===== config.mk =====
export PLATFORM = sky130hd
export DESIGN_NAME = prepare_ok_quorum_tracker
export DESIGN_NICKNAME = d
export VERILOG_FILES = /design/src/rtl/prepare_ok_quorum_tracker_pkg.sv /design/src/rtl/prepare_ok_quorum_tracker_prep_ack_window.sv /design/src/rtl/prepare_ok_quorum_tracker.sv
export SDC_FILE = /design/constraint.sdc
export NUM_CORES = 1
export LEC_CHECK = 0
export CORE_ASPECT_RATIO = 2
export CORE_MARGIN = 4
export CORE_UTILIZATION = 30
export DETAILED_ROUTE_END_ITERATION = 7
export DONT_BUFFER_PORTS = 1
export GPL_ROUTABILITY_DRIVEN = 0
export GPL_TIMING_DRIVEN = 0
export PLACE_DENSITY_LB_ADDON = 0.08
export SLEW_MARGIN = 30
export SYNTH_ARGS = -nofsm -noshare
export SYNTH_HDL_FRONTEND = slang
export SYNTH_SLANG_ARGS = --single-unit

===== constraint.sdc =====
create_clock -name clk_i -period 9.44 [get_ports clk_i]
set_clock_uncertainty 0.15 [all_clocks]
set_input_delay 2.832 -clock clk_i [delete_from_list [all_inputs] [get_ports clk_i]]
set_output_delay 2.832 -clock clk_i [all_outputs]
set_load 0.02 [all_outputs]

===== src/rtl/prepare_ok_quorum_tracker_pkg.sv =====
// Shared types for the primary-side PrepareOK quorum tracker: header layout,
// ack-mask type and quorum helper.
package prepare_ok_quorum_tracker_pkg;

  localparam int INT_W        = 32;
  localparam int REP_FIELD_W  = 8;
  localparam int PREP_WINDOW  = 16;
  localparam int MAX_REPLICAS = 8;

  typedef struct packed {
    logic [INT_W-1:0]       view;
    logic [INT_W-1:0]       opnum;
    logic [REP_FIELD_W-1:0] rep_index;
    logic [INT_W-1:0]       last_committed;
  } prepare_ok_hdr;

  // Wide enough for any supported replica count; only the low NUM_REPLICAS bits are ever set.
  typedef logic [MAX_REPLICAS-1:0] prep_ack_mask;

  function automatic int quorum_others(input int num_replicas);
    return num_replicas / 2;
  endfunction

endpackage


===== src/rtl/prepare_ok_quorum_tracker_prep_ack_window.sv =====
// Per-slot backup ack masks for outstanding ops, with set/clear/flush ports and a
// combinational popcount of one read slot.
module prepare_ok_quorum_tracker_prep_ack_window
  import prepare_ok_quorum_tracker_pkg::*;
#(
  parameter int WINDOW = PREP_WINDOW,
  parameter int WIN_W  = $clog2(WINDOW),
  parameter int CNT_W  = $clog2(MAX_REPLICAS + 1)
) (
  input  logic             clk_i,
  input  logic             rst_ni,
  input  logic             flush_i,
  input  logic             set_i,
  input  logic [WIN_W-1:0] set_idx_i,
  input  prep_ack_mask     set_mask_i,
  input  logic             clr_i,
  input  logic [WIN_W-1:0] clr_idx_i,
  input  logic             iss_clr_i,
  input  logic [WIN_W-1:0] iss_idx_i,
  input  logic [WIN_W-1:0] rd_idx_i,
  output logic [CNT_W-1:0] rd_cnt_o
);

  prep_ack_mask mask_q [WINDOW];

  // Clears beat a set to the same slot: an ack racing its op's retirement is lost.
  always_ff @(posedge clk_i or negedge rst_ni) begin
    if (!rst_ni) begin
      for (int i = 0; i < WINDOW; i++) mask_q[i] <= '0;
    end else begin
      for (int i = 0; i < WINDOW; i++) begin
        if (flush_i || (clr_i && clr_idx_i == WIN_W'(i)) ||
            (iss_clr_i && iss_idx_i == WIN_W'(i))) begin
          mask_q[i] <= '0;
        end else if (set_i && set_idx_i == WIN_W'(i)) begin
          mask_q[i] <= mask_q[i] | set_mask_i;
        end
      end
    end
  end

  always_comb begin
    rd_cnt_o = '0;
    for (int i = 0; i < MAX_REPLICAS; i++) begin
      rd_cnt_o = rd_cnt_o + CNT_W'(mask_q[rd_idx_i][i]);
    end
  end

endmodule


===== src/rtl/prepare_ok_quorum_tracker.sv =====
// Primary-side PrepareOK tracker: filters acks, keeps issue/commit pointers and
// emits in-order commits once f backups have acked the head op.
module prepare_ok_quorum_tracker
  import prepare_ok_quorum_tracker_pkg::*;
#(
  parameter int NUM_REPLICAS = 3,
  parameter int REP_IDX_W    = $clog2(NUM_REPLICAS),
  parameter int WINDOW       = PREP_WINDOW,
  parameter int WIN_W        = $clog2(WINDOW)
) (
  input  logic                 clk_i,
  input  logic                 rst_ni,
  input  logic [REP_IDX_W-1:0] my_rep_index_i,
  input  logic [INT_W-1:0]     curr_view_i,
  input  logic                 issue_val_i,
  input  logic [INT_W-1:0]     issue_opnum_i,
  output logic                 issue_rdy_o,
  input  logic                 ok_val_i,
  input  prepare_ok_hdr        ok_hdr_i,
  output logic                 ok_rdy_o,
  input  logic                 flush_val_i,
  input  logic [INT_W-1:0]     flush_commit_i,
  output logic                 commit_val_o,
  output logic [INT_W-1:0]     commit_opnum_o,
  input  logic                 commit_rdy_i,
  output logic [INT_W-1:0]     last_commit_o,
  output logic [INT_W-1:0]     last_issued_o,
  output logic [15:0]          drop_cnt_o,
  output logic                 seq_err_o
);

  localparam int QUORUM_OTHERS = quorum_others(NUM_REPLICAS);
  localparam int CNT_W         = $clog2(MAX_REPLICAS + 1);

  typedef enum logic {S_IDLE, S_EMIT} state_e;

  state_e           state_q;
  logic [INT_W-1:0] last_commit_q, last_issued_q, commit_opnum_q;
  logic             commit_val_q, seq_err_q;
  logic [15:0]      drop_cnt_q;

  logic [INT_W-1:0] outstanding, head_opnum;
  logic             issue_fire, issue_inorder, ok_fire, ok_drop, ok_set, retire;
  logic [CNT_W-1:0] head_cnt;
  prep_ack_mask     set_mask;
  logic             unused_hdr_bits;

  assign outstanding   = last_issued_q - last_commit_q;
  assign head_opnum    = last_commit_q + INT_W'(1);
  assign issue_rdy_o   = (outstanding < INT_W'(WINDOW)) && !flush_val_i;
  assign ok_rdy_o      = !flush_val_i;
  assign issue_fire    = issue_val_i && issue_rdy_o;
  assign issue_inorder = issue_opnum_i == last_issued_q + INT_W'(1);
  assign ok_fire       = ok_val_i && ok_rdy_o;
  assign retire        = commit_val_q && commit_rdy_i;

  assign ok_drop = (ok_hdr_i.view != curr_view_i) ||
                   (ok_hdr_i.opnum <= last_commit_q) ||
                   (ok_hdr_i.opnum > last_issued_q) ||
                   (ok_hdr_i.rep_index == REP_FIELD_W'(my_rep_index_i)) ||
                   (ok_hdr_i.rep_index >= REP_FIELD_W'(NUM_REPLICAS));
  assign ok_set   = ok_fire && !ok_drop;
  assign set_mask = prep_ack_mask'(1) << ok_hdr_i.rep_index[REP_IDX_W-1:0];

  assign unused_hdr_bits = ^ok_hdr_i.last_committed;

  prepare_ok_quorum_tracker_prep_ack_window #(
    .WINDOW (WINDOW),
    .WIN_W  (WIN_W),
    .CNT_W  (CNT_W)
  ) u_window (
    .clk_i      (clk_i),
    .rst_ni     (rst_ni),
    .flush_i    (flush_val_i),
    .set_i      (ok_set),
    .set_idx_i  (ok_hdr_i.opnum[WIN_W-1:0]),
    .set_mask_i (set_mask),
    .clr_i      (retire),
    .clr_idx_i  (head_opnum[WIN_W-1:0]),
    .iss_clr_i  (issue_fire && issue_inorder),
    .iss_idx_i  (issue_opnum_i[WIN_W-1:0]),
    .rd_idx_i   (head_opnum[WIN_W-1:0]),
    .rd_cnt_o   (head_cnt)
  );

  always_ff @(posedge clk_i or negedge rst_ni) begin
    if (!rst_ni) begin
      state_q        <= S_IDLE;
      last_commit_q  <= '0;
      last_issued_q  <= '0;
      commit_opnum_q <= '0;
      commit_val_q   <= 1'b0;
      seq_err_q      <= 1'b0;
      drop_cnt_q     <= '0;
    end else if (flush_val_i) begin
      state_q       <= S_IDLE;
      last_commit_q <= flush_commit_i;
      last_issued_q <= flush_commit_i;
      commit_val_q  <= 1'b0;
    end else begin
      if (issue_fire) begin
        if (issue_inorder) last_issued_q <= issue_opnum_i;
        else               seq_err_q     <= 1'b1;
      end
      if (ok_fire && ok_drop && drop_cnt_q != 16'hFFFF) begin
        drop_cnt_q <= drop_cnt_q + 16'd1;
      end
      // Returning to IDLE after each retire re-reads the next head slot a cycle later.
      case (state_q)
        S_IDLE: begin
          if (outstanding != '0 && head_cnt >= CNT_W'(QUORUM_OTHERS)) begin
            state_q        <= S_EMIT;
            commit_val_q   <= 1'b1;
            commit_opnum_q <= head_opnum;
          end
        end
        S_EMIT: begin
          if (commit_rdy_i) begin
            state_q       <= S_IDLE;
            commit_val_q  <= 1'b0;
            last_commit_q <= head_opnum;
          end
        end
        default: state_q <= S_IDLE;
      endcase
    end
  end

  assign commit_val_o   = commit_val_q;
  assign commit_opnum_o = commit_opnum_q;
  assign last_commit_o  = last_commit_q;
  assign last_issued_o  = last_issued_q;
  assign drop_cnt_o     = drop_cnt_q;
  assign seq_err_o      = seq_err_q;

endmodule


==> results.cfg, run 1 <==
[detailed_routing]
wl_met3_um = 5400
route.met2.wl_um = 38000
dr.pass1.iters = 5
dr.max_layer_used = met5
drt-met1-wl_um = 19600
post-route-drc-count = 0
ant_nets = 0
dr_total_vias = 13400
avgRoutedWirePerCell_um = 30.6
drt_iter0_markers = 832
routed_wl_um = 70600
via_per_inst = 5.82

[worst_setup_path]
rr_worst_depth = 16
r2r_start = last_commit_o[0]
worstPathRequired_ns = 6.46
crit_arrival_ns = 5.98
cp-start-kind = flop
r2r_slack_ns = 1.50
r2r-end = commit_opnum_o[25]
endpoint_kind = output pin
startpoint = last_commit_o[6]
cp_max_fo = 10
path_class = flop to output pin

[power]
pwr-share-clk_pct = 32.1
internal_power_w = 0.00141
p_sw_share_pct = 40.9
switching_power_w = 0.000976
pwr-share-comb_pct = 28.1
p_seq_share_pct = 39.7
cellLeakagePower_nw = 6.66
irDropWorstVdd_mv = 0.179
powerDensity_nw_per_um2 = 147

[sta]
hold_violations = 0
setup_tns_ns = 0
maxSlewHeadroom_pct = 26.5
drv_slew = 0
final.period_utilization_pct = 95.0
fmax_mhz = 112
period_needed_ns = 8.96
worstMarginPinSlew_ns = 1.09
rsz0062_at_grt = false
setup_viol = 0

[yosys]
yosysWarnings = 0
async_flop_share_pct = 100
netlist_instances = 1632
synthesis.nets = 1947
synth-seq-cells = 179
synthFlopType = dfrtp_1
ys_seq_area_share_pct = 30.6
synth_cell_type_count = 78
syn_area_um2 = 14600
synth_edf_count = 0
syn_area_per_cell_um2 = 8.97

[clock_network]
cts.root.buffer_cell = clkbuf_16
ctsHoldBuffers = 0
cts_made_buffers = 17
cts_resized = 0
htreeDepth = 4
clk_pin_slew_ns = 0.09
cts_setup_buffers = 0
clk_latency_ns = 0.47
cts_sinks = 179
cts_tree = done
clock_path_buffers = 2

[floorplanning]
chipWidth_um = 164
core_area_um2 = 48400
ios = 324
row_count = 114
floorplan.initialDensity_pct = 30.3
fp.dieArea_um2 = 52600
fp.dieH_um = 320

[grt]
grt_usage_pct = 26.4
first_global_vias = 14200
grt-ovfl-total = 0
grt_pass1_wl_um = 99300
grt_max_degree = 180
antenna_found_initial = 4

[worst_hold_path]
min_path_cells = 1
min_from = u_window.mask_q[59]
hold_path.class = flop to flop
hold-path-endpoint = u_window.mask_q[59]

[final_layout]
layout-drive-gt1-share_pct = 10.1
final_cell_mix = 179 x dfrtp_1, 104 x xnor2_1, 104 x ha_1
layout.nets = 1968
fill_cells = 5050
syn_to_final_growth_pct = 10.4
final_common_cell = dfrtp_1
final_util_pct = 33.4

[status]
status = complete, no violations

[placed_design]
hpwl_um = 59600
io_buffers = 0

[job]
maxCapViolations = 0
final cells by class:
class / instances / area, um2 / area share (%)
Multi-Input combinational cell: 1290 / 9590 / 59.3
Antenna cell: 2 / 5.00 / 0.0310
Clock inverter: 15 / 203 / 1.25
Buffer: 82 / 344 / 2.13
Inverter: 81 / 304 / 1.88
Clock buffer: 17 / 425 / 2.63
Tap cell: 638 / 798 / 4.94
Timing Repair Buffer: 2 / 12.5 / 0.0774
Sequential cell: 179 / 4480 / 27.7
power by group through the flow:
stage	Combinational [W]	Sequential [W]	Clock, W
after floorplan	0.000467	0.000907	0
after global placement	0.000653	0.000963	0
after detailed placement	0.000664	0.000964	0
after CTS	0.000668	0.000948	0.000784
after global routing	0.000733	0.000951	0.000813
final	0.000671	0.000946	0.000766
synth_stat cells, types with 37 or more instances:
cell type	count	area share (%)
dfrtp_1	179	31
xnor2_1	105	6.3
ha_1	104	8.9
a21oi_1	99	3.4
nor2_1	89	2.3
nand2_1	88	2.3
a31oi_1	83	3.5
nand4_1	82	3.5
nor3_1	82	2.8
inv_1	79	2.0
o21ai_0	73	2.5
xor2_1	60	3.6
clkbuf_1	53	1.4
or3_1	40	1.7
a21o_1	37	1.9
nand3_1	37	1.3
flip-flops by register name, indices dropped and copies added, names as in the netlist:
register	cells
drop_cnt_o	16
last_commit_o	32
last_issued_o	32
commit_opnum_o	32
seq_err_o	1
state_q	1
commit_val_o	1
u_window.mask_q	64
metrics by stage:
stage	total power (W)	hold slack [ns]	std cells	cell area (um2)	setup slack (ns)
3_3_place_gp	0.00162	0.376	2270	15400	1.01
5_1_grt	0.00250	0.405	2304	16200	0.205
6_report	0.00238	0.392	2306	16200	0.476
4_1_cts	0.00240	0.396	2304	16100	0.458
3_5_place_dp	0.00163	0.383	2272	15500	0.982
2_1_floorplan	0.00137	0.360	1632	14600	2.85
worst max path at each step:
stage	endpoint	slack, ns	cells past startpoint
global route	issue_rdy_o	0.20	13
detailed placement	issue_rdy_o	0.98	13
CTS	issue_rdy_o	0.46	13
floorplan	issue_rdy_o	2.85	13
global placement	issue_rdy_o	1.01	13
finish	issue_rdy_o	0.48	13
layer usage:
metal	vias to the layer above	global-route usage (%)
met2	529	49.9
li1	6115	-
met4	4	22.6
met5	-	0
met3	189	8.29
met1	6590	20.9
worst max-delay path, cell delays in order, from the launching register on:
cell       delay, ns
dfrtp_1         0.65
inv_1           0.28
ha_1            0.34
buf_2           0.20
a21oi_1         0.17
o21ai_0         0.26
nor3b_1         0.63
o21ai_0         0.20
nand3b_1        0.16
o2111ai_1       0.22
nor4b_2         0.96
inv_1           0.29
clkbuf_1        0.31
nor3_1          0.82
cell families after synthesis:
logic type	after synthesis	synth area share [%]
AOI/OAI and AO/OA	387	16.8
DFF	179	30.6
adders and majority gates	107	9.30
and+or+nand+nor	569	22.8
buffers and inverters	163	4.43
xor gates and xnor gates	165	9.88
muxes	62	6.26
Power figures use the tool's default switching activity.
==> run 2: changes to the inputs <==
--- a/config.mk
+++ b/config.mk
@@ -13,7 +13,7 @@
 export GPL_ROUTABILITY_DRIVEN = 0
 export GPL_TIMING_DRIVEN = 0
 export PLACE_DENSITY_LB_ADDON = 0.08
-export SLEW_MARGIN = 30
+export SLEW_MARGIN = 0
 export SYNTH_ARGS = -nofsm -noshare
 export SYNTH_HDL_FRONTEND = slang
 export SYNTH_SLANG_ARGS = --single-unit
==> results.cfg, run 2 (synthesis gave the netlist of run 1 again) <==
[status]
status = complete, no violations

[worst_setup_path]
worstPathRequired_ns = 6.46
startpoint = last_commit_o[6]
cp-start-kind = flop
endpoint = issue_rdy_o
endpoint_kind = output pin
rr_worst_depth = 16
r2r-end = commit_opnum_o[25]
r2r_start = last_commit_o[0]
r2r_slack_ns = 1.58
cp_max_fo = 10
path_class = flop to output pin
crit_arrival_ns = 5.93

[sta]
final.period_utilization_pct = 94.5
drv_slew = 0
fmax_mhz = 112
rsz0062_at_grt = false
hold_violations = 0
setup_viol = 0
whs_ns = 0.393
setup_tns_ns = 0
maxSlewHeadroom_pct = 8.54
worstMarginPinSlew_ns = 1.35
period_needed_ns = 8.92

[floorplanning]
core_area_um2 = 48400
chipWidth_um = 164
row_count = 114
floorplan.initialDensity_pct = 30.3
ios = 324
fp.dieArea_um2 = 52600
fp.dieH_um = 320

[clock_network]
cts_resized = 0
clk_latency_ns = 0.46
clock_path_buffers = 2
htreeDepth = 4
cts_sinks = 179
cts.root.buffer_cell = clkbuf_16
cts_made_buffers = 17
cts_tree = done
cts_setup_buffers = 0
ctsHoldBuffers = 0
clk_pin_slew_ns = 0.09

[detailed_routing]
drt_iter0_markers = 848
post-route-drc-count = 0
dr_total_vias = 13400
routed_wl_um = 70900
via_per_inst = 5.79
avgRoutedWirePerCell_um = 30.8
dr.pass1.iters = 6
ant_nets = 0

[final_layout]
syn_to_final_growth_pct = 9.99
final_cell_mix = 179 x dfrtp_1, 105 x xnor2_1, 104 x ha_1
layout.nets = 1967
layout-drive-gt1-share_pct = 9.37
fill_cells = 5049
largest-register = u_window.mask_q
largest_reg_flops = 64
final_util_pct = 33.3
final_cell_area_um2 = 16100
final_common_cell = dfrtp_1

[grt]
grt-ovfl-total = 0
grt_pass1_wl_um = 100000
grt_use_met1_pct = 21.3
use_met3_pct = 8.10
grt_max_degree = 180
grt_util_met2_pct = 51.0
first_global_vias = 14200
antenna_found_initial = 4
grt_usage_pct = 26.6
top_usage_layer = met2

[job]
maxCapViolations = 0

[power]
p_sw_share_pct = 40.9
power_w = 0.00238
pwr-share-comb_pct = 28.1
switching_power_w = 0.000973
internal_power_w = 0.00141
cellLeakagePower_nw = 6.64
pwr-share-clk_pct = 32.0
p_seq_share_pct = 39.8
powerDensity_nw_per_um2 = 148
irDropWorstVdd_mv = 0.129

[placed_design]
io_buffers = 0
place_area_um2 = 15500
hpwl_um = 59800

[worst_hold_path]
min_from = u_window.mask_q[35]
hold_path.class = flop to flop
min_path_cells = 1
[run 2: cell count changes in the layout (fill, tap and decap cells not counted), sizes merged]
cell / delta
buf: -1
diode: +2
clkinvlp: +1
inv: -1
[run 2: metal layers]
layer | vias to the layer above | part of all wire (%)
met4 | 0 | 9.9
met3 | 166 | 7.4
li1 | 6124 | -
met2 | 509 | 55
met1 | 6558 | 28
met5 | - | 0
[run 2: layout make-up]
type / instances / area (um2) / area share [%]
Multi-Input combinational cell: 1290 / 9530 / 59.2
Sequential cell: 179 / 4480 / 27.8
Tap cell: 638 / 798 / 4.96
Clock buffer: 17 / 425 / 2.64
Buffer: 82 / 344 / 2.14
Inverter: 81 / 304 / 1.89
Clock inverter: 15 / 201 / 1.25
Antenna cell: 4 / 10.0 / 0.0622
Timing Repair Buffer: 1 / 7.51 / 0.0466
[run 2: worst min path at each step]
stage,to,slack (ns)
6_report,u_window.mask_q[35],0.39
2_1_floorplan,u_window.mask_q[0],0.36
3_3_place_gp,u_window.mask_q[3],0.38
5_1_grt,u_window.mask_q[35],0.40
4_1_cts,u_window.mask_q[75],0.40
3_5_place_dp,u_window.mask_q[75],0.38
[run 2: stage by stage]
step,worst slack (ns),std cells
final,0.523,2307
after detailed placement,0.950,2271
after CTS,0.431,2303
after global placement,1.01,2270
after global routing,0.162,2303
after floorplan,2.85,1632
[run 2: power groups by stage]
stage	logic (W)	clock network, W	registers, W
global route	0.000731	0.000812	0.000951
finish	0.000669	0.000762	0.000948
floorplan	0.000467	0	0.000907
global placement	0.000653	0	0.000963
detailed placement	0.000664	0	0.000963
CTS	0.000668	0.000786	0.000948
[run 2: worst max-delay path, stage by stage (launching register included)]
cell,delay [ns]
dfrtp_1,0.63
inv_1,0.28
ha_1,0.35
buf_2,0.21
a21oi_1,0.18
o21ai_0,0.25
nor3b_1,0.68
o21ai_0,0.20
nand3b_1,0.17
o2111ai_1,0.23
nor4b_2,0.89
inv_1,0.27
clkbuf_1,0.31
nor3_1,0.82
